### config.mk
export PLATFORM = sky130hd
export DESIGN_NAME = tlk_err_monitor
export DESIGN_NICKNAME = d
export VERILOG_FILES = /design/src/rtl/tlk_err_monitor.sv
export SDC_FILE = /design/constraint.sdc
export NUM_CORES = 1
export LEC_CHECK = 0
export ABC_AREA = 1
export CELL_PAD_IN_SITES_DETAIL_PLACEMENT = 0
export CELL_PAD_IN_SITES_GLOBAL_PLACEMENT = 2
export CORE_ASPECT_RATIO = 1.1
export CORE_MARGIN = 4
export CORE_UTILIZATION = 30
export DETAILED_ROUTE_END_ITERATION = 8
export GPL_TIMING_DRIVEN = 1
export PLACE_DENSITY = 0.73
export REMOVE_ABC_BUFFERS = 1
export SLEW_MARGIN = 10
export SYNTH_ARGS = -nofsm -noshare
export SYNTH_HDL_FRONTEND = slang
export SYNTH_SLANG_ARGS = --single-unit
### constraint.sdc
create_clock -name clk -period 2.1 [get_ports clk]
set_clock_uncertainty 0.05 [all_clocks]
set_input_delay 0.63 -clock clk [delete_from_list [all_inputs] [get_ports clk]]
set_output_delay 0.63 -clock clk [all_outputs]
set_load 0.02 [all_outputs]
### src/rtl/tlk_err_monitor.sv
// Per-link TLK receive-quality monitor: windowed error/data-valid accounting with change-only reports.
// Optional TLK_ERR_CNT_EN adds err_cnt_bus carrying each channel's final error count per report.
module tlk_err_monitor #(
    parameter int unsigned NCH     = 18,
    parameter int unsigned WIN_LEN = 1024,
    parameter int unsigned ERR_THR = 4,
    parameter int unsigned CNT_W   = 8
) (
    input  logic             clk,
    input  logic             rst,
    input  logic             live,
    input  logic [NCH-1:0]   rx_dv,
    input  logic [NCH-1:0]   rx_er,
    output logic [NCH-1:0]   send_err,
    output logic [NCH-1:0]   tlk_err,
`ifdef TLK_ERR_CNT_EN
    output logic [NCH*CNT_W-1:0] err_cnt_bus,
`endif
    output logic             win_done
);

    localparam int unsigned      WIN_W    = (WIN_LEN > 1) ? $clog2(WIN_LEN) : 1;
    localparam logic [WIN_W-1:0] WIN_LAST = WIN_W'(WIN_LEN - 1);
    localparam logic [CNT_W-1:0] CNT_MAX  = {CNT_W{1'b1}};

    typedef enum logic [1:0] {StIdle, StArm, StAccum} state_e;

    state_e                      state_q, state_d;
    logic [WIN_W-1:0]            win_cnt_q, win_cnt_d;
    logic [NCH-1:0][CNT_W-1:0]   err_cnt_q, err_cnt_d;
    logic [NCH-1:0]              dv_seen_q, dv_seen_d;
    logic                        first_rpt_q, first_rpt_d;
    logic [NCH-1:0]              tlk_err_q, tlk_err_d;
    logic [NCH-1:0]              send_err_q, send_err_d;
    logic                        win_done_q, win_done_d;
`ifdef TLK_ERR_CNT_EN
    logic [NCH-1:0][CNT_W-1:0]   cnt_bus_q, cnt_bus_d;
`endif

    // Counts including the current cycle's inputs, so the verdict sees the last window cycle.
    logic [NCH-1:0][CNT_W-1:0]   err_acc;
    logic [NCH-1:0]              dv_acc;
    logic [NCH-1:0]              bad;

    always_comb begin
        dv_acc = dv_seen_q | rx_dv;
        for (int i = 0; i < NCH; i++) begin
            if (rx_er[i] && (err_cnt_q[i] != CNT_MAX)) begin
                err_acc[i] = err_cnt_q[i] + CNT_W'(1);
            end else begin
                err_acc[i] = err_cnt_q[i];
            end
            bad[i] = (32'(err_acc[i]) >= ERR_THR) || !dv_acc[i];
        end
    end

    always_comb begin
        state_d     = state_q;
        win_cnt_d   = win_cnt_q;
        err_cnt_d   = err_cnt_q;
        dv_seen_d   = dv_seen_q;
        first_rpt_d = first_rpt_q;
        tlk_err_d   = tlk_err_q;
        send_err_d  = '0;
        win_done_d  = 1'b0;
`ifdef TLK_ERR_CNT_EN
        cnt_bus_d   = cnt_bus_q;
`endif

        unique case (state_q)
            StIdle: begin
                if (live) state_d = StArm;
            end
            StArm: begin
                win_cnt_d   = '0;
                err_cnt_d   = '0;
                dv_seen_d   = '0;
                first_rpt_d = 1'b1;
                state_d     = StAccum;
            end
            StAccum: begin
                if (win_cnt_q == WIN_LAST) begin
                    win_cnt_d   = '0;
                    err_cnt_d   = '0;
                    dv_seen_d   = '0;
                    send_err_d  = {NCH{first_rpt_q}} | (bad ^ tlk_err_q);
                    tlk_err_d   = bad;
                    win_done_d  = 1'b1;
                    first_rpt_d = 1'b0;
`ifdef TLK_ERR_CNT_EN
                    cnt_bus_d   = err_acc;
`endif
                end else begin
                    win_cnt_d = win_cnt_q + WIN_W'(1);
                    err_cnt_d = err_acc;
                    dv_seen_d = dv_acc;
                end
            end
            default: state_d = StIdle;
        endcase

        // Halting discards the partial window and forces downstream status to all-error.
        if (!live && (state_q != StIdle)) begin
            state_d    = StIdle;
            tlk_err_d  = '1;
            send_err_d = '0;
            win_done_d = 1'b0;
`ifdef TLK_ERR_CNT_EN
            cnt_bus_d  = '0;
`endif
        end
    end

    always_ff @(posedge clk) begin
        if (rst) begin
            state_q     <= StIdle;
            win_cnt_q   <= '0;
            err_cnt_q   <= '0;
            dv_seen_q   <= '0;
            first_rpt_q <= 1'b1;
            tlk_err_q   <= '1;
            send_err_q  <= '0;
            win_done_q  <= 1'b0;
`ifdef TLK_ERR_CNT_EN
            cnt_bus_q   <= '0;
`endif
        end else begin
            state_q     <= state_d;
            win_cnt_q   <= win_cnt_d;
            err_cnt_q   <= err_cnt_d;
            dv_seen_q   <= dv_seen_d;
            first_rpt_q <= first_rpt_d;
            tlk_err_q   <= tlk_err_d;
            send_err_q  <= send_err_d;
            win_done_q  <= win_done_d;
`ifdef TLK_ERR_CNT_EN
            cnt_bus_q   <= cnt_bus_d;
`endif
        end
    end

    assign send_err = send_err_q;
    assign tlk_err  = tlk_err_q;
    assign win_done = win_done_q;
`ifdef TLK_ERR_CNT_EN
    assign err_cnt_bus = cnt_bus_q;
`endif

endmodule

---- Yosys cells after proc, flatten, opt, wreduce, memory -nomap -nowiden ----
Cells that the tools add are included.
storage, ports and cells
  register bits after elaboration ......... 212
  input bits .............................. 39
  output and inout port bits .............. 37
  logic and storage cells ................. 184
operators by class
  add/subtract/negate cells ............... 19
  magnitude comparators ................... 18
  equality and inequality tests ........... 23
  multiplexer cells ....................... 29
  bitwise operators ....................... 5
  reductions and logical operators ........ 65
operator list
  operator               number
  $pmux 144 s2           1
  $add 8x1->8 const B    18
  $ge 8x3->1 const B     18
  $mux 144               1
  $mux 8                 18
  $ne 8x8->1 const B     18
  $or 18x18->18          2
  $pmux 18 s2            1
  $pmux 10 s2            1
  $logic_and 1x1->1      19
  $logic_not 1->1        19
  $logic_or 1x1->1       18
  $mux 18                1
  $xor 18x18->18         1
  $add 10x1->10 const B  1
  $eq 10x10->1 const B   1
  $mux 10                1
  $pmux 2 s3             1
  $reduce_and 2->1       3
  $ne 2x2->1 const B     2
  $reduce_bool 2->1      2
  $reduce_or 4->1        1
  $reduce_or 3->1        1
  $eq 2x1->1 const B     1
  7 further kinds        9

---- Depth between registers and ports, before layout ----
Gate-level depths: netlist of the first run.
  depth in word-level cells ............... 7
  gate-level depth with buffers ........... 15
  depth with buffers taken out ............ 15

---- Least setup slack after synthesis of the first run ----
No wires, ideal clock.
  path type ............................... input -> register
  from .................................... input rx_er[0]
  to ...................................... register send_err_q[0] (netlist: send_err[0])
  library setup time ...................... 0.109 ns
  arrival ................................. 1.690 ns
  required time ........................... 1.941 ns
  path slack .............................. 0.251 ns
  stages on the path ...................... 12
  buffers on the path ..................... 1
  cells stage by stage .................... clkbuf_1 nand2_1 nor2_1 nand4_1 nand2_1 nand2_1 nor2_1 nand2_1 nand2_1 nand3_1 nand2_1 inv_1
between the ends
  longest elaborated chain between the ends .. 6
ends and longest elaborated chain
  what                  line  source
  start, declared       13    input logic [NCH-1:0] rx_er,
  $logic_and 1x1->1     48    if (rx_er[i] && (err_cnt_q[i] != CNT_MAX)) begin
  $mux 8                48
  $ge 8x3->1            53    bad[i] = (32'(err_acc[i]) >= ERR_THR) || !dv_acc[i];
  $logic_or 1x1->1      53
  $xor 18x18->18        86    send_err_d = {NCH{first_rpt_q}} | (bad ^ tlk_err_q);
  $or 18x18->18         86
  end signal, assigned  134   send_err_q <= send_err_d;
  end, declared         34    logic [NCH-1:0] send_err_q, send_err_d;
Every way passes these cells.
A chain may end at the register's enable or synchronous reset.

---- Worst setup path after layout of the first run ----
  from .................................... register tlk_err_q[17] (netlist: tlk_err[17])
  to ...................................... output tlk_err[17]
RTL lines
  what                    line  source
  start, declared         33    logic [NCH-1:0] tlk_err_q, tlk_err_d;
  start signal, assigned  133   tlk_err_q <= tlk_err_d;
  end, declared           15    output logic [NCH-1:0] tlk_err,
No word-level cell between the ends.

==> results of run 1 <==
-- stage by stage --
step	TNS, ns	power [mW]	worst slack, ns	instance area (um2)	utilization [%]
floorplan	-78.41	5.59	-0.597	12400	-
global placement	-4.54	7.40	-0.226	15700	37.2
detailed placement	-5.29	7.43	-0.231	15700	37.2
CTS	0	12.1	0.0283	16500	39.2
global route	-0.00937	12.5	-0.00937	16700	39.5
finish	0	11.8	0.0967	16700	39.5
-- layout make-up --
| type | instances | area (um2) | share of cell area [%] |
|---|---|---|---|
| Multi-Input combinational cell | 1567 | 7380 | 44.3 |
| Timing Repair Buffer | 290 | 2550 | 15.3 |
| Clock buffer | 46 | 850 | 5.10 |
| Clock inverter | 1 | 5.00 | 0.0300 |
| Sequential cell | 212 | 4260 | 25.5 |
| Tap cell | 567 | 709 | 4.26 |
| Inverter | 243 | 925 | 5.55 |
-- report_power, final --
part / leakage, nW / internal, mW / switching (mW)
combinational: 5.13 / 1.05 / 2.05
sequential: 1.71 / 4.13 / 0.0678
clock: 0.417 / 2.71 / 1.81
-- cells in the final DEF (no fill, tap or decap), types with 2 or more instances in the layout --
| cell | n |
|---|---|
| nand2_1 | 713 |
| inv_1 | 237 |
| nand3_1 | 228 |
| dfxtp_1 | 200 |
| buf_4 | 198 |
| nor2_1 | 183 |
| a21oi_1 | 178 |
| nand4_1 | 62 |
| clkdlybuf4s50_1 | 37 |
| dlygate4sd2_1 | 36 |
| o21ai_0 | 32 |
| clkbuf_16 | 30 |
| xnor2_1 | 24 |
| nor3_1 | 23 |
| nand2_2 | 22 |
| o211ai_1 | 19 |
| ha_1 | 18 |
| buf_12 | 15 |
| nor2_2 | 13 |
| mux2_2 | 13 |
| dfxtp_2 | 12 |
| clkbuf_1 | 11 |
| xor2_1 | 10 |
| nand3b_1 | 7 |
| clkbuf_8 | 6 |
| nor2_4 | 4 |
| ha_2 | 4 |
| nand3_2 | 3 |
| o21a_1 | 3 |
| clkinv_1 | 2 |
| inv_2 | 2 |
-- registers in the layout (all words and copies together) (netlist names) --
name         count
dv_seen_q       18
tlk_err         18
win_cnt_q       10
first_rpt_q      1
err_cnt_q      144
state_q          2
win_done         1
send_err        18
-- what timing repair did --
item / in CTS / in global routing
hold buffers: 0 / 0
buffers inserted: 0 / 1
gates cloned: 0 / 1
gates resized for setup: 37 / 49
pin swaps: 0 / 3
setup endpoints to repair: 37 / 33
-- cells by family after synthesis --
kind of cell,count (synthesis),share of synthesized area [%]
AND/OR/NAND/NOR,1260,41.4
buffers and inverters,320,10.0
AO/OA/AOI/OAI,238,9.81
flip-flops,212,33.1
XOR/XNOR,34,2.32
adder cells (fa/ha/maj),22,2.15
multiplexers,13,1.14
-- worst max path at each step --
stage	depth (start not counted)	slack, ns	to
3_3_place_gp	11	-0.23	send_err[7]
6_report	1	0.1	tlk_err[17]
5_1_grt	13	-0.009	send_err[15]
4_1_cts	1	0.03	tlk_err[17]
2_1_floorplan	8	-0.60	err_cnt_q[136]
3_5_place_dp	12	-0.23	send_err[1]
-- layer usage --
| layer | up-vias | part of all wire [%] |
|---|---|---|
| met5 | - | 0 |
| met1 | 6038 | 48 |
| met2 | 123 | 47 |
| met4 | 0 | 1.8 |
| met3 | 45 | 3.2 |
| li1 | 7247 | - |
==> reports/summary.txt, run 1 <==
LEAKAGE = 7.26 nW
Clock transition at path regs = 0.06 ns
CP arrival = 1.32 ns
Clock root buffer = clkbuf_16
Number of buffers and inverters on the critical path = 1
Tcrit/Tclk final = 95.4%
Fin crit period = 2.00 ns
Seq/Total Area, Yosys = 33.1%
Final Max Tran Viols = 0
Fin. Hold Viols = 0
Worst path cell trace = clkdlybuf4s15_1
WHS Endpoint = err_cnt_q[59]
Die W = 205 um
Synth top cells by count = 725 x nand2_1, 239 x inv_1, 229 x nand3_1
Most common flop cell mapped by yosys = dfxtp_1
Maxcap violations = 0
Routed Antenna Nets = 0
Via count = 13500
#FFs+latches synth = 212
CP max FO = 3
First-pass GRT wire length = 61300 um
Critical Path End Type = output port
Final Non-Filler Cells = 2926
TritonCTS buffer count = 28
Worst Hold Class = input port to flip-flop
Share of the synthesized area in the top cell type = 33.1%
IO buf count = 75
Drt drc = 0
DRT Wirelength = 37200 um
Global route hottest layer = met2
Total placed cells including tap cells = 2877
Final net count = 2403
Total GRT Usage = 15.7%
Area growth, synth to finish = 30.2%
DR vias/cell = 4.60
Pwr/cell area = 708 nW/um2
CP max-delay cell = dfxtp_1
WL per Instance = 12.7 um
Ratio of cells with drive above 1 in the final layout = 14.0%
1st-iter DRT viols = 564
Clk sinks = 212
Family with the most delay on the worst path = flip-flops
Rows = 79
Max-slew headroom = 71.2%
Worst hold margin = 0.283 ns
Die extent in y = 225 um
CP required = 1.42 ns
Total die area = 46100 um2
Met1 Usage GRT = 20.4%
Mapped Area = 12800 um2
Worst Tran Pin Value = 0.432 ns
Synth Instances = 2099
Hold path depth = 2
Antenna violations before repair = 0
Netlist cell types = 32
Routability Congestion = 0.827
Worst R2R End = err_cnt_q[72]
# IOs = 76
Hold path startpoint = rst
Post-synth EDFFs = 0
Met2 Use GR = 27.8%
CP peak stage delay = 0.42 ns
FMAX = 0.499 GHz
Effective utilization at floorplan = 30.3%
TritonRoute pass-1 iters = 5
Dpl hpwl = 25800 um
R2R setup slack = 0.18 ns
Cell taking the most area after synthesis = dfxtp_1
Startpoint types = flip-flop
Worst skew pair latency = 0.56 ns
Antenna diodes = 0
FILL cells = 4582
Mean Syn Cell Area = 6.10 um2
Async set-reset flop share out of synthesis = 0%
CTS tree = yes
Vias in the first global route = 12600
Core area = 42200 um2
Peak VDD IR = 0.513 mV
Most frequent cell after synthesis = nand2_1
Congestion Overflow GR = 0
Grt met3 use = 2.15%
Status = finished clean
H-tree Lvls = 1
CP Class = flip-flop to output port
Worst R2R Start = win_cnt_q[0]
Synthesis warning total = 0
Largest net degree at the start of global routing = 85
CP startpoint = tlk_err[17]
Reg2Reg Depth = 11
Max clock buf depth = 3
Setup Viol. Count Final = 0
Top cells by area, synth = dfxtp_1 33%, nand2_1 21%, nand3_1 8.9%
No activity file was read; power rests on OpenSTA's default activity.
==> inputs of run 2 (changes only) <==
CELL_PAD_IN_SITES_GLOBAL_PLACEMENT = 1   (was 2)
CORE_ASPECT_RATIO = not set   (was 1.1)
PLACE_DENSITY = 0.58   (was 0.73)
==> run 2 against run 1 <==
Non-clock buffer count increased by 3. Cell area hardly changed. Sequential cell count unchanged. First-iteration DRC count down 8.5%. Cell count down 0.68%. Clock power is 8.2% higher. Register-to-register slack hardly changed. Critical path type unchanged. Largest power group unchanged.
==> reports/summary.txt, run 2 (synthesis gave the netlist of run 1 again) <==
Critical Path End Type = output port
Area growth, synth to finish = 30.1% (about the same)
CP required = 1.42 ns (about the same)
Total die area = 46100 um2 (about the same)
Most frequent cells in the layout = 715 x nand2_1, 237 x inv_1, 229 x nand3_1, 206 x dfxtp_1, 202 x buf_4
1st-iter DRT viols = 516 (-8.5%)
Power, Total = 12.0 mW (+2.0%)
Max-slew headroom = 71.3% (+0.081 points)
Number of stages on the worst setup path = 1 (unchanged)
WL per Instance = 12.4 um (-2.3%)
CP max FO = 3 (unchanged)
Effective utilization at floorplan = 30.5% (+0.12 points)
TritonCTS buffer count = 28 (unchanged)
Max reg flops = 144 (unchanged)
TritonRoute pass-1 iters = 5 (unchanged)
Family with the most delay on the worst path = flip-flops
Drt drc = 0 (unchanged)
CP arrival = 1.31 ns (about the same)
H-tree Lvls = 1 (unchanged)
Worst Hold Class = flip-flop to flip-flop
Routed Antenna Nets = 0 (unchanged)
Largest net degree at the start of global routing = 83 (-2.4%)
Pwr/cell area = 723 nW/um2 (+2.1%)
Antenna diodes = 0 (unchanged)
IO buf count = 75 (unchanged)
Vias in the first global route = 12600 (-0.67%)
Antenna violations before repair = 1 (+1)
Most common cell after layout, fill and taps aside = nand2_1
Fin. Hold Viols = 0 (unchanged)
Via count = 13400 (-0.58%)
CP max-delay cell = dfxtp_1
Die extent in y = 215 um (-4.5%)
Clk sinks = 212 (unchanged)
Number of buffers and inverters on the critical path = 1 (unchanged)
Maxcap violations = 0 (unchanged)
Hold path depth = 2 (unchanged)
First-pass GRT wire length = 61000 um (-0.42%)
Finished Core Util = 39.6% (+0.14 points)
Fin crit period = 1.99 ns (-0.00953 ns)
Largest reg by FF count = err_cnt_q
DR vias/cell = 4.60 (+0.10%)
Peak VDD IR = 0.554 mV (+8.1%)
Clock root buffer = clkbuf_16
Dpl hpwl = 24700 um (-4.3%)
Core area = 42000 um2 (-0.39%)
CP peak stage delay = 0.41 ns (about the same)
Startpoint types = flip-flop
Max clock buf depth = 3 (unchanged)
Rows = 75 (-5.1%)
Total GRT Usage = 15.3% (-0.43 points)
Worst hold margin = 0.420 ns (+0.137 ns)
Worst skew pair latency = 0.55 ns (about the same)
CP Class = flip-flop to output port
Final Max Tran Viols = 0 (unchanged)
# IOs = 76 (unchanged)
Clock transition at path regs = 0.06 ns (about the same)
Worst path cell trace = dlygate4sd2_1
Die W = 215 um (+4.7%)
LEAKAGE = 7.31 nW (+0.57%)
Status = finished clean
Congestion Overflow GR = 0 (unchanged)
Routability Congestion = 0.802 (-3.0%)
Setup Viol. Count Final = 0 (unchanged)
DRT Wirelength = 36100 um (-3.0%)
FMAX = 0.502 GHz (+0.48%)
Reg2Reg Depth = 12 (+1)
Final net count = 2406 (+0.12%)
Worst Tran Pin Value = 0.431 ns (-0.00122 ns)
FILL cells = 4582 (unchanged)
Tcrit/Tclk final = 94.9% (-0.45 points)
Ratio of cells with drive above 1 in the final layout = 14.0% (-0.047 points)
CTS tree = yes
run 2: cell types whose count changed in the layout (fill, tap and decap cells not counted), sizes merged:
cell | previous run | this run
clkinvlp | 0 | 1
clkinv | 3 | 8
buf | 215 | 219
clkbuf | 47 | 43
clkdlybuf4s15 | 1 | 0
dlygate4sd2 | 36 | 37
bufinv | 0 | 2
run 2: repair_timing:
action                                  in CTS  in global routing
resized for setup                           37                 39
pin swaps                                    0                  4
gates cloned                                 0                  0
endpoints found under the setup margin      37                181
hold buffers                                 0                  0
buffers inserted                             0                  7
run 2: power breakdown:
group / internal, mW / leakage, nW / switching (mW)
Sequential: 4.13 / 1.71 / 0.0684
Combinational: 0.971 / 5.13 / 1.99
Clock: 2.98 / 0.462 / 1.92
run 2: worst paths after layout:
check             slack [ns]          start             end
setup / recovery        0.11     tlk_err[8]      tlk_err[8]
hold reg to reg         0.42  dv_seen_q[17]   dv_seen_q[17]
hold / removal          0.42  dv_seen_q[17]   dv_seen_q[17]
setup reg to reg        0.19   win_cnt_q[1]  err_cnt_q[118]
run 2: area by class of cell:
class                           instances  area, um2  share of cell area (%)
Multi-Input combinational cell       1567       7370                    44.2
Sequential cell                       212       4250                    25.5
Timing Repair Buffer                  293       2520                    15.1
Inverter                              243        920                    5.52
Clock buffer                           43        838                    5.03
Tap cell                              539        674                    4.05
Clock inverter                          9       97.6                   0.586
run 2: stage by stage:
step                setup slack [ns]  std cells  instance area, um2  TNS, ns
floorplan                     -0.597       2022               12400   -78.41
global placement              -0.300       2847               15600    -5.91
detailed placement            -0.268       2847               15600    -6.69
CTS                           0.0315       2899               16500        0
global route                 -0.0150       2906               16700  -0.0272
finish                         0.106       2906               16700        0
run 2: worst register-to-register path, cell delays in order (launching register included):
cell and delay (ns):
dfxtp_1 0.33, ha_1 0.18, nand2_2 0.09, nor2_2 0.13, nand3_2 0.11, nor2_4 0.18, nand3_2 0.10, nand2_4 0.11
buf_12 0.11, buf_4 0.17, nor2_1 0.06, a21oi_1 0.11, nor2_1 0.05
run 2: routing by layer:
metal	up-vias	track usage [%]	wire length (um)
met5	-	0	13
met4	2	2.77	417
met3	28	2.25	1190
met2	120	26.6	16700
met1	5979	20.4	17700
li1	7246	-	-
